`src/rtl/clk_div_pkg.sv`:
```
// Shared constants and helpers for the multi-channel clock divider.
// Imported by the channel and top-level modules.
package clk_div_pkg;

   localparam int DEF_WIDTH     = 32;
   localparam int DEF_DIV_SCAN  = 25000;
   localparam int DEF_DIV_BLINK = 25_000_000;

   // A single channel still needs a 1-bit select port.
   function automatic int clog2_min1(input int n);
      return (n <= 2) ? 1 : $clog2(n);
   endfunction

endpackage

```
`src/rtl/clk_div_chan.sv`:
```
// One divider channel: phase counter, divisor register, tick strobe and
// square-wave output, with clear > load > count priority.
module clk_div_chan
   import clk_div_pkg::*;
#(
   parameter int          WIDTH   = DEF_WIDTH,
   parameter int unsigned DEF_DIV = DEF_DIV_SCAN
) (
   input  logic             clk0,
   input  logic             rst_n,
   input  logic             en,
   input  logic             clr,
   input  logic             load,
   input  logic [WIDTH-1:0] load_div,
   output logic             tick,
   output logic             clk_out,
   output logic [WIDTH-1:0] div
);

   logic [WIDTH-1:0] cnt_q, cnt_d;
   logic [WIDTH-1:0] div_q, div_d;
   logic             tick_q, tick_d;
   logic             clk_q, clk_d;
   logic             wrap;

   assign wrap = (cnt_q == div_q - WIDTH'(1));

   always_comb begin
      div_d  = div_q;
      cnt_d  = cnt_q;
      tick_d = 1'b0;
      clk_d  = clk_q;
      if (load) begin
         div_d = load_div;
      end
      if (clr) begin
         cnt_d = '0;
         clk_d = 1'b0;
      end else if (load) begin
         cnt_d = '0;
      end else if (en && (div_q != '0)) begin
         if (wrap) begin
            cnt_d  = '0;
            tick_d = 1'b1;
            clk_d  = ~clk_q;
         end else begin
            cnt_d = cnt_q + WIDTH'(1);
         end
      end
   end

   always_ff @(posedge clk0 or negedge rst_n) begin
      if (!rst_n) begin
         cnt_q  <= '0;
         div_q  <= WIDTH'(DEF_DIV);
         tick_q <= 1'b0;
         clk_q  <= 1'b0;
      end else begin
         cnt_q  <= cnt_d;
         div_q  <= div_d;
         tick_q <= tick_d;
         clk_q  <= clk_d;
      end
   end

   assign tick    = tick_q;
   assign clk_out = clk_q;
   assign div     = div_q;

endmodule

```
`src/rtl/clk_div_multi.sv`:
```
// Multi-channel programmable clock divider: per-channel tick strobes and
// 50%-duty square waves with runtime divisor writes and global re-phase.
module clk_div_multi
   import clk_div_pkg::*;
#(
   parameter  int          NCH     = 2,
   parameter  int          WIDTH   = DEF_WIDTH,
   parameter  int unsigned DEF_DIV = DEF_DIV_SCAN,
   localparam int          CH_W    = clog2_min1(NCH)
) (
   input  logic                 clk0,
   input  logic                 rst_n,
   input  logic [NCH-1:0]       en,
   input  logic                 sync_clr,
   input  logic                 wr_en,
   input  logic [CH_W-1:0]      wr_ch,
   input  logic [WIDTH-1:0]     wr_div,
   output logic [NCH-1:0]       tick,
   output logic [NCH-1:0]       clk_out,
   output logic [NCH*WIDTH-1:0] div_q
);

   logic           wr_hit;
   logic [NCH-1:0] load;

   // Out-of-range channel indices are dropped here, before decode.
   assign wr_hit = wr_en && ({1'b0, wr_ch} < (CH_W+1)'(NCH));

   for (genvar i = 0; i < NCH; i++) begin : g_ch
      assign load[i] = wr_hit && (wr_ch == CH_W'(i));

      clk_div_chan #(
         .WIDTH   (WIDTH),
         .DEF_DIV (DEF_DIV)
      ) u_chan (
         .clk0     (clk0),
         .rst_n    (rst_n),
         .en       (en[i]),
         .clr      (sync_clr),
         .load     (load[i]),
         .load_div (wr_div),
         .tick     (tick[i]),
         .clk_out  (clk_out[i]),
         .div      (div_q[i*WIDTH +: WIDTH])
      );
   end

endmodule
```
`config.mk`:
```
export PLATFORM = sky130hd
export DESIGN_NAME = clk_div_multi
export DESIGN_NICKNAME = d
export VERILOG_FILES = /design/src/rtl/clk_div_pkg.sv /design/src/rtl/clk_div_chan.sv /design/src/rtl/clk_div_multi.sv
export SDC_FILE = /design/constraint.sdc
export NUM_CORES = 1
export LEC_CHECK = 0
export CAP_MARGIN = 20
export CORE_MARGIN = 2
export CORE_UTILIZATION = 40
export DETAILED_ROUTE_END_ITERATION = 16
export PLACE_DENSITY = 0.66
export SETUP_SLACK_MARGIN = 0.05
export SKIP_CTS_REPAIR_TIMING = 1
export SKIP_LAST_GASP = 1
export SLEW_MARGIN = 20
export SYNTH_ARGS = -nofsm -noshare
export SYNTH_HDL_FRONTEND = slang
export SYNTH_SLANG_ARGS = --single-unit
```
`constraint.sdc`:
```
create_clock -name clk0 -period 3.5 [get_ports clk0]
set_input_delay 0.35 -clock clk0 [delete_from_list [all_inputs] [get_ports clk0]]
set_output_delay 0.35 -clock clk0 [all_outputs]
set_load 0.005 [all_outputs]
```
==> results.json, run 1 <==
{
  "crit_type": "register to register",
  "worstPathCellList": "or4_4 -> or4_4 -> or3_4 -> o31ai_4 -> nand2_1 -> or4b_4 -> nor4_4 -> buf_6 -> buf_12 -> o41ai_1 -> a41o_1",
  "grt_usage_pct": 24.22,
  "clkTransAtPathRegs_ns": 0.06,
  "grt_max_degree": 71,
  "critPathSlowestCell": "or4_4",
  "io_buffers": 106,
  "p_leak_nw": 4.867,
  "drt-vias-per-instance": 5.907,
  "grt_pass1_wl_um": 46400,
  "dieArea_um2": 24110,
  "dr.pass1.iters": 8,
  "cap_violations": 0,
  "hold_viol_final": 0,
  "cp-start-kind": "register",
  "nNetsFinal": 1264,
  "period_minus_slack_ns": 3.499,
  "cts_buffers": 17,
  "fin_tns_setup_ns": 0,
  "grt_overflow": 0,
  "yosysWarnings": 0,
  "crit_top_cell": "or4_4",
  "netlist.area_leader.share_pct": 32.81,
  "cp.required_ns": 3.82,
  "antenna_left": 0,
  "drtIter0Drc": 748,
  "drc": 0,
  "synthArstFlopShare_pct": 100.0,
  "power.total_w": 0.005192,
  "h-tree-depth": 4,
  "hold_path.class": "input pin to asynchronous set/reset pin",
  "coreArea_um2": 22570,
  "run_status": "finished clean",
  "postSynthCellCount": 1062,
  "routabilityCongestion": 0.9001,
  "ys_seq_area_share_pct": 36.25,
  "slew_violations": 0,
  "irDropWorstVdd_mv": 0.3802,
  "areaGrowthSynthToFinish_pct": 30.98,
  "root_buffer": "clkbuf_16",
  "synthFlopType": "dfrtp_1",
  "max_freq_ghz": 0.2858,
  "slew_headroom_pct": 49.01,
  "cpPeakStageDelay_ns": 0.58,
  "rsz0062_at_grt": "true",
  "synth-edff-count": 0,
  "grt_pass1_vias": 8299,
  "power.density_nw_per_um2": 433.1,
  "cts_buffer_depth": 2,
  "synth.ff_latch_count": 132,
  "drive_gt1_share_pct": 21.15,
  "synthTopCellsByArea": "dfrtp_1 (33%), mux2_2 (7.6%), nand2_1 (5.1%)",
  "avgSynthCellArea_um2": 8.618,
  "syn-cell-area_um2": 9153,
  "path_max_fanout": 10,
  "rows": 55,
  "die_width_um": 155.3,
  "worst_clock_skew_ns": 0.007761,
  "end_kind": "register",
  "routed-via-count": 8978,
  "synth.distinct_cells": 74,
  "drt-total-wl_um": 29320,
  "setup_viol": 0,
  "syn_nets": 1105,
  "avgRoutedWirePerCell_um": 19.29,
  "die_h_um": 155.3,
  "finalCritPeriodShare_pct": 99.98,
  "clk_latency_ns": 0.43,
  "synth.largest_area_cell": "dfrtp_1",
  "clkSinkCount": 132,
  "antenna_found_initial": 1,
  "ioPinCount": 107,
  "cts_tree": "done",
  "initial_utilization_pct": 40.55,
  "fillers": 2102,
  "post-dp-hpwl_um": 21640,
  "worstPathArrival_ns": 3.81,
  "tightest_slew_ns": 0.7553
}
==> layer usage <==
metal / track usage (%) / wire (um)
met4: 5.374 / 250
met3: 4.735 / 2091
met5: 0 / 0
met2: 36.02 / 12850
met1: 36.38 / 14120
==> per-stage QoR <==
step	utilization, %	hold WS [ns]	instance area [um^2]	setup slack, ns	cells
after detailed placement	49.47	0.3369	11170	-0.07112	1484
after global placement	49.35	0.5487	11140	-0.02390	1483
final	53.11	0.4312	11990	0.0008522	1520
after floorplan	-	0.05441	9214	-0.006336	1062
after CTS	52.49	-0.1162	11850	-0.1030	1516
after global routing	53.10	0.4935	11990	-0.07638	1519
==> power by group <==
part / total (W) / leakage (nW) / internal [W] / switching, W
clock: 0.00211 / 0.331 / 0.00138 / 0.000731
combinational: 0.00129 / 2.85 / 0.000654 / 0.000632
sequential: 0.00180 / 1.69 / 0.00165 / 0.000142
total: 0.00519 / 4.87 / 0.00369 / 0.00151
==> worst max-delay path, delay by kind of cell (launching register included) <==
| family | cells | cell delay, ns |
|---|---|---|
| and+or+nand+nor | 6 | 2.20 |
| AOI/OAI and AO/OA | 3 | 0.50 |
| DFF | 1 | 0.37 |
| buffers and inverters | 2 | 0.31 |
==> final timing paths <==
path | start | end | slack (ns) | cells past startpoint
max reg2reg | g_ch[0].u_chan.div[7] | g_ch[0].u_chan.cnt_q[26] | 0.0009 | 11
min | rst_n | g_ch[1].u_chan.cnt_q[30] | 0.43 | 2
max in group asynchronous | rst_n | g_ch[1].u_chan.div[7] | 2.31 | 3
min reg2reg | g_ch[1].u_chan.div[6] | g_ch[1].u_chan.div[6] | 0.58 | 1
min in group clk0 | wr_div[8] | g_ch[0].u_chan.div[8] | 0.53 | 3
max | g_ch[0].u_chan.div[7] | g_ch[0].u_chan.cnt_q[26] | 0.0009 | 11
==> synth_stat cells (all sizes together), types with 10 or more instances <==
| cell type | instances |
|---|---|
| buf | 19 |
| or2 | 11 |
| nor4b | 10 |
| or3 | 16 |
| nand3 | 44 |
| dfrtp | 120 |
| nor2 | 78 |
| or4 | 18 |
| xnor2 | 51 |
| a21oi | 22 |
| nand4 | 25 |
| a21o | 14 |
| nor3 | 53 |
| xor2 | 40 |
| dfstp | 12 |
| nand2b | 12 |
| o31ai | 13 |
| inv | 21 |
| mux2 | 62 |
| o21ai | 45 |
| and3 | 31 |
| nand2 | 125 |
| nor4 | 39 |
| clkbuf | 57 |
==> cell families (layout without fill, tap and decap cells) <==
group	Yosys count	after routing	share of synthesized area [%]
buffers and inverters	97	268	4.429
muxes	69	69	8.394
adders and majority gates	4	4	0.5468
DFF	132	132	36.25
AOI/OAI and AO/OA	161	161	12.15
other	0	1	0
xor gates and xnor gates	91	91	8.708
and+or+nand+nor	508	509	29.51
==> cell usage in the layout (no fill, tap or decap), drive strengths merged, types with 44 or more instances in the layout <==
cell type	synthesis	routed
buf	19	109
clkdlybuf4s50	0	105
dfrtp	120	120
mux2	62	62
nand2	125	125
nand3	44	44
nor2	78	79
nor3	53	53
o21ai	45	45
xnor2	51	51
==> cell type report <==
cell class / instances / area [um^2] / share of cell area (%)
diodes: 1 / 2.502 / 0.02087
repair buffers: 215 / 1956 / 16.31
well taps: 285 / 356.6 / 2.975
inverters: 21 / 78.83 / 0.6576
clock inverters: 12 / 224.0 / 1.868
flip-flops and latches: 132 / 3318 / 27.68
clock buffers: 20 / 456.7 / 3.810
multi-input cells: 834 / 5595 / 46.68
==> sequential cells by signal, indices dropped and copies added (netlist names) <==
register	flops
g_ch.u_chan.cnt_q	64
g_ch.u_chan.div	64
g_ch.u_chan.clk_out	2
g_ch.u_chan.tick	2
Power figures use the tool's default switching activity.
==> inputs of run 2 (changes only) <==
Settings changed: SKIP_CTS_REPAIR_TIMING 1 to not set.
==> results.json, run 2 (synthesis results as in run 1) <==
{
  "run_status": "finished clean",
  "layout_commonest_cell": "nand2_1",
  "nNetsFinal": 1266,
  "crit_buf_inv": 2,
  "drc": 0,
  "combPwrFrac_pct": 24.8,
  "clkTransAtPathRegs_ns": 0.06,
  "drtIter0Drc": 711,
  "irDropWorstVdd_mv": 0.3823,
  "drt-vias-per-instance": 5.910,
  "instances_no_fill": 1522,
  "die_h_um": 155.3,
  "grt_max_degree": 71,
  "cap_violations": 0,
  "drt-total-wl_um": 29330,
  "rsz0062_at_grt": "true",
  "grt_pass1_wl_um": 46510,
  "period_minus_slack_ns": 3.492,
  "end_kind": "register",
  "cts_buffers": 17,
  "drive_gt1_share_pct": 21.28,
  "slew_headroom_pct": 47.39,
  "power.density_nw_per_um2": 433.0,
  "dr.pass1.iters": 5,
  "setup_viol": 0,
  "max_freq_ghz": 0.2863,
  "initial_utilization_pct": 40.55,
  "avgRoutedWirePerCell_um": 19.27,
  "power.share.switching_pct": 29.04,
  "cts_tree": "done",
  "crit_top_cell": "or4_4",
  "crit_type": "register to register",
  "routabilityCongestion": 0.9001,
  "slew_violations": 0,
  "dp.cells": 1484,
  "grt_usage_pct": 24.28,
  "critical_path.top_delay_family": "simple AND/OR/NAND/NOR gates",
  "fin_util_pct": 53.18,
  "p_seq_share_pct": 34.6,
  "ioPinCount": 107,
  "critPathSlowestCell": "or4_4",
  "clkPwrFrac_pct": 40.6,
  "mostFrequentLayoutCells": "nand2_1 (125), dfrtp_1 (120), clkdlybuf4s50_1 (105)",
  "tightest_slew_ns": 0.7793,
  "worstPathArrival_ns": 3.81,
  "die_width_um": 155.3,
  "cp.required_ns": 3.82,
  "fillers": 2102,
  "finalCritPeriodShare_pct": 99.78,
  "post-place-ws_ns": -0.07112,
  "h-tree-depth": 4,
  "coreArea_um2": 22570,
  "clk_latency_ns": 0.43,
  "io_buffers": 106,
  "p_leak_nw": 4.877,
  "cts_buffer_depth": 2,
  "hold_path.class": "input pin to asynchronous set/reset pin",
  "path_max_fanout": 10,
  "dieArea_um2": 24110,
  "antenna_found_initial": 1,
  "routed-via-count": 8995,
  "cpPeakStageDelay_ns": 0.58,
  "cp-start-kind": "register",
  "grt_pass1_vias": 8316,
  "fin_ws_ns": 0.007656,
  "p_sw_w": 0.001509,
  "clkSinkCount": 132,
  "areaGrowthSynthToFinish_pct": 31.16,
  "root_buffer": "clkbuf_16",
  "grt_overflow": 0,
  "hold_viol_final": 0,
  "antenna_left": 0,
  "worst_clock_skew_ns": 0.008406,
  "rows": 55,
  "post-dp-hpwl_um": 21640,
  "p_int_w": 0.003688,
  "worstPathCellList": "or4_4 -> or4_4 -> or3_4 -> o31ai_4 -> nand2_1 -> or4b_4 -> nor4_4 -> buf_6 -> buf_12 -> o41ai_1 -> a41o_1"
}
run 2: power groups by stage:
stage          logic (W)  registers, W  clock network, W
2_1_floorplan   0.000570       0.00182                 0
3_3_place_gp     0.00123       0.00181                 0
3_5_place_dp     0.00125       0.00182                 0
4_1_cts          0.00127       0.00179           0.00213
5_1_grt          0.00139       0.00181           0.00220
6_report         0.00129       0.00180           0.00211
run 2: worst register-to-register path, stage by stage, from the launching register on:
cell	delay (ns)
dfstp_2	0.37
or4_4	0.58
or4_4	0.45
or3_4	0.42
o31ai_4	0.21
nand2_1	0.08
or4b_4	0.51
nor4_4	0.15
buf_6	0.18
buf_12	0.13
o41ai_1	0.07
a41o_1	0.22
run 2: cell type report:
cell class	count	area, um^2	area share (%)
sequential	132	3318	27.64
inverter	21	78.83	0.6567
clock inverter	12	224.0	1.866
antenna	1	2.502	0.02085
clock buffer	20	456.7	3.804
tap	285	356.6	2.971
timing repair buffer	217	1971	16.42
multi-input combinational	834	5597	46.62
run 2: final timing paths:
kind | start | end | slack, ns | cells past startpoint
setup / recovery | g_ch[0].u_chan.div[7] | g_ch[0].u_chan.cnt_q[26] | 0.008 | 11
hold / removal | rst_n | g_ch[1].u_chan.cnt_q[30] | 0.43 | 2
setup reg to reg | g_ch[0].u_chan.div[7] | g_ch[0].u_chan.cnt_q[26] | 0.008 | 11
hold reg to reg | g_ch[1].u_chan.div[6] | g_ch[1].u_chan.div[6] | 0.58 | 1
max in group asynchronous | rst_n | g_ch[1].u_chan.div[7] | 2.31 | 3
min in group clk0 | wr_div[8] | g_ch[0].u_chan.div[8] | 0.54 | 3
run 2: metal layers:
metal	track usage, %	vias up	wire length, um
met1	36.74	4419	14300
li1	-	4206	-
met3	4.401	29	1955
met4	5.374	0	340
met2	36.08	341	12740
met5	0	-	0
run 2: repair_timing:
| action | 4_1_cts | 5_1_grt |
|---|---|---|
| hold endpoints to repair | 43 | 0 |
| pin swaps | 1 | 5 |
| gates resized for setup | 7 | 26 |
| setup endpoints to repair | 31 | 57 |
| setup buffers | 1 | 2 |
| gates cloned | 0 | 1 |
| hold buffers | 1 | 0 |
run 2: through the flow:
step           total power [W]  setup TNS [ns]  hold slack (ns)  cell area [um^2]
6_report              0.005198               0           0.4270             12000
2_1_floorplan         0.002391        -0.02534          0.05441              9214
5_1_grt               0.005401         -0.3977           0.4935             12000
3_5_place_dp          0.003062         -0.5319           0.3369             11170
4_1_cts               0.005184               0           0.4489             11890
3_3_place_gp          0.003042        -0.04048           0.5487             11140
